[src/rtl/fetch_pc_stage.sv]
// rtl/fetch_pc_stage.sv - DLX program counter and IF/ID pipeline register with stall, redirect squash and trap halt
module fetch_pc_stage #(
  parameter logic [31:0] RESET_PC    = 32'h0000_0000,
  parameter logic [5:0]  HALT_OPCODE = 6'h11,
  parameter logic [31:0] NOP_INSTR   = 32'h0000_0000
) (
  input  logic        clk,
  input  logic        reset,
  input  logic        stall,
  input  logic        redirect,
  input  logic [31:0] redirect_target,
  input  logic [31:0] instruction,
  output logic [31:0] pc,
  output logic [31:0] if_id_instr,
  output logic [31:0] if_id_pc_plus4,
  output logic        if_id_valid,
  output logic        halted,
  output logic [31:0] fetch_count
);

  typedef enum logic {RUN, HALTED} state_t;

  state_t      state_q, state_d;
  logic [31:0] pc_q, pc_d;
  logic [31:0] instr_q, instr_d;
  logic [31:0] pcp4_q, pcp4_d;
  logic        valid_q, valid_d;
  logic [31:0] count_q, count_d;
  logic [31:0] pc_plus4;

  assign pc_plus4 = pc_q + 32'd4;

  always_ff @(posedge clk or posedge reset) begin
    if (reset) begin
      state_q <= RUN;
      pc_q    <= RESET_PC;
      instr_q <= NOP_INSTR;
      pcp4_q  <= 32'd0;
      valid_q <= 1'b0;
      count_q <= 32'd0;
    end else begin
      state_q <= state_d;
      pc_q    <= pc_d;
      instr_q <= instr_d;
      pcp4_q  <= pcp4_d;
      valid_q <= valid_d;
      count_q <= count_d;
    end
  end

  // Redirect outranks stall so a resolved branch is never lost behind a hazard freeze.
  always_comb begin
    state_d = state_q;
    pc_d    = pc_q;
    instr_d = instr_q;
    pcp4_d  = pcp4_q;
    valid_d = valid_q;
    count_d = count_q;
    if (redirect) begin
      pc_d    = redirect_target & 32'hFFFF_FFFC;
      instr_d = NOP_INSTR;
      pcp4_d  = 32'd0;
      valid_d = 1'b0;
      state_d = RUN;
    end else if (!stall) begin
      if (state_q == RUN) begin
        instr_d = instruction;
        pcp4_d  = pc_plus4;
        valid_d = 1'b1;
        count_d = count_q + 32'd1;
        // The trap word itself flows downstream; only the PC freezes.
        if (instruction[31:26] == HALT_OPCODE) begin
          state_d = HALTED;
        end else begin
          pc_d = pc_plus4;
        end
      end else begin
        instr_d = NOP_INSTR;
        pcp4_d  = 32'd0;
        valid_d = 1'b0;
      end
    end
  end

  assign pc             = pc_q;
  assign if_id_instr    = instr_q;
  assign if_id_pc_plus4 = pcp4_q;
  assign if_id_valid    = valid_q;
  assign halted         = (state_q == HALTED);
  assign fetch_count    = count_q;

endmodule
[config.mk]
export PLATFORM = sky130hd
export DESIGN_NAME = fetch_pc_stage
export DESIGN_NICKNAME = d
export VERILOG_FILES = /design/src/rtl/fetch_pc_stage.sv
export SDC_FILE = /design/constraint.sdc
export NUM_CORES = 1
export LEC_CHECK = 0
export CORE_ASPECT_RATIO = 1.5
export CORE_MARGIN = 1.5
export CORE_UTILIZATION = 38
export DETAILED_ROUTE_END_ITERATION = 10
export HOLD_SLACK_MARGIN = 0.03
export PLACE_DENSITY = 0.69
export SLEW_MARGIN = 20
export SYNTH_ARGS = -nofsm -noshare
export SYNTH_HDL_FRONTEND = slang
export SYNTH_SLANG_ARGS = --single-unit
[constraint.sdc]
create_clock -name clk -period 5.5 [get_ports clk]
set_input_delay 1.1 -clock clk [delete_from_list [all_inputs] [get_ports clk]]
set_output_delay 1.1 -clock clk [all_outputs]
set_load 0.005 [all_outputs]
==> qor.txt <==
Clock Skew: 0.00880 ns
post-synthesis cell type count: 54
Slew Limit Headroom: 28.3%
Hold Crit Class: reg2reg
die outline height: 160 um
worst vdd ir: 0.209 mV
share of layout cells above drive strength 1: 7.04%
Setup Buffers After CTS: 0
cell count after synthesis: 620
clock root buffer: clkbuf_16
area leader, netlist: dfrtp_1
gr usage total: 23.3%
CTS buffer count: 17
CTS Buffer Depth: 2
Hold-fix buffers, CTS: 0
Worst path max stage delay: 0.75 ns
CP delay by family, top: simple AND/OR/NAND/NOR gates
FFs w/ async S/R, synth: 100%
vias per cell: 5.76
CTS tree: yes
DP HPWL: 13.4 mm
largest net degree at the start of global routing: 60
Core ar.: 16,100 um^2
cell row count: 57
fill cell count: 1,434
critical path peak fanout: 24
Buf+Inv Stages, Crit Path: 2
Chip Width: 108 um
CP max-delay cell: nor4b_1
Req. time, crit path: 5.83 ns
Critical Path AT: 3.92 ns
final instance area: 8960 um^2
Max Cap Viol: 0
top cell type's share of synthesized area: 50.9%
Post-synth EDFFs: 0
Max Fclk: 279 MHz
antenna violations before repair: 0
die area: 17,200 um^2
RSZ-0062 raised after global routing: no
# diodes: 0
final hold violations: 0
final WL: 19.3 mm
Setup TNS: 0 ns
fin crit share: 65.2%
HP Start: if_id_pc_plus4[8]
kind of critical path: in2reg
most common cell in the netlist: dfrtp_1
Most used DFF post-synth: dfrtp_1
status: completed
Initial Util: 38.8%
register bit total from synthesis: 127
TritonRoute pass-1 iters: 5
largest cells by area after synthesis: dfrtp_1 51%, a22o_1 4.6%, xor2_1 3.5%
CTS resizes: 0
vias in the first global route: 6,031
Placer Congestion: 0.884
antenna violation net count after detailed routing: 0
clk sinks: 127
final net count: 868
P_leak: 3.71 nW
Final min period: 3.59 ns
measured slew at the worst slew-check pin: 1.07 ns
Critical Path Sink Type: flop
PortBufs: 193
synth warn: 0
post-synthesis sequential area ratio: 50.9%
PD cells: 299 nW/um^2
crit path cell chain: clkdlybuf4s50_1 -> buf_4 -> nor4b_1 -> nand4_1 -> nor4_1 -> xor2_1
Vias: 5,856
synthesized cell area: 6250 um^2
Avg Cell Area, Syn: 10.1 um^2
Worst-Skew Late Latency: 0.42 ns
H-tree levels: 4
Reg-to-Reg Start: halted
GR Overflow Total: 0
Area growth, synth to finish: 43.4%
I/O pin total: 198
Final setup viols: 0
routed len/inst: 19.0 um
commonest cells in the netlist: 127 x dfrtp_1, 53 x nand2_1, 39 x nor2_1
first-pass GRT wire length: 31.5 mm
DR iter-0 viols: 390
# DRC: 0
crit path launch: redirect
clock slew at reported path FFs: 0.06 ns
max-slew violation count: 0
DP Area: 8340 um^2
Worst Setup Start Kind: input pin
==> final timing paths <==
kind                                      to  slack [ns]  cells past startpoint
setup / recovery             fetch_count[31]        1.91                      6
min in group asynchronous    fetch_count[12]        1.18                      2
hold reg to reg            if_id_pc_plus4[8]        0.48                      2
hold / removal             if_id_pc_plus4[8]        0.48                      2
max in group asynchronous    if_id_instr[29]        3.33                      3
setup reg to reg             fetch_count[31]        2.76                      4
==> worst reg2reg max path, delay by kind of cell, from the launching register on <==
| kind | cells | cell delay, ns |
|---|---|---|
| flip-flops | 1 | 0.46 |
| AND/OR/NAND/NOR | 3 | 2.00 |
| XOR/XNOR | 1 | 0.19 |
==> layer usage <==
layer	vias to the layer above	share of wire (%)	global-route usage (%)
met5	-	0	0
met4	0	3.2	9.93
met3	48	7.3	7.39
met2	250	51	40.5
met1	2858	38	26.0
li1	2700	-	-
==> placed cells by master, fill, tap and decap left out, drive strengths merged, types with 22 or more instances in the layout <==
cell type	count
a22o	33
nor2	39
a31oi	22
clkdlybuf4s50	193
or4	23
dfrtp	127
nand3	37
nand2	53
xor2	25
==> metrics by stage <==
step | setup WS [ns] | instances | util (%) | hold WS, ns | total power, mW
2_1_floorplan | 1.02 | 621 | - | 0.465 | 1.27
5_1_grt | 1.68 | 1016 | 55.6 | 0.508 | 2.78
3_3_place_gp | 1.63 | 984 | 51.7 | 0.456 | 1.52
6_report | 1.91 | 1016 | 55.6 | 0.478 | 2.68
3_5_place_dp | 1.52 | 984 | 51.7 | 0.470 | 1.54
4_1_cts | 1.93 | 1015 | 55.5 | 0.483 | 2.70
==> logic make-up after synthesis <==
family,share of synthesized area (%)
and+or+nand+nor,21.6
AOI/OAI and AO/OA,16.6
DFF,50.9
buffers and inverters,4.00
xor gates and xnor gates,6.31
adders and majority gates,0.400
other,0.0600
muxes,0.160
==> sequential cells by signal (all words and copies together) (netlist names) <==
| signal | flops |
|---|---|
| halted | 1 |
| if_id_instr | 32 |
| pc | 30 |
| if_id_valid | 1 |
| fetch_count | 32 |
| if_id_pc_plus4 | 31 |
==> area by class of cell <==
type	instances	area, um^2	share of cell area [%]
multi-input cells	435	2850	31.8
inverters	13	51.3	0.573
clock buffers	18	439	4.90
well taps	206	258	2.88
repair buffers	204	2020	22.5
clock inverters	13	166	1.86
flip-flops and latches	127	3180	35.5
==> power by group <==
part           internal, mW  switching, mW
combinational         0.238          0.184
clock                 0.723          0.431
sequential             1.01         0.0946
No activity file was read; power rests on OpenSTA's default activity.
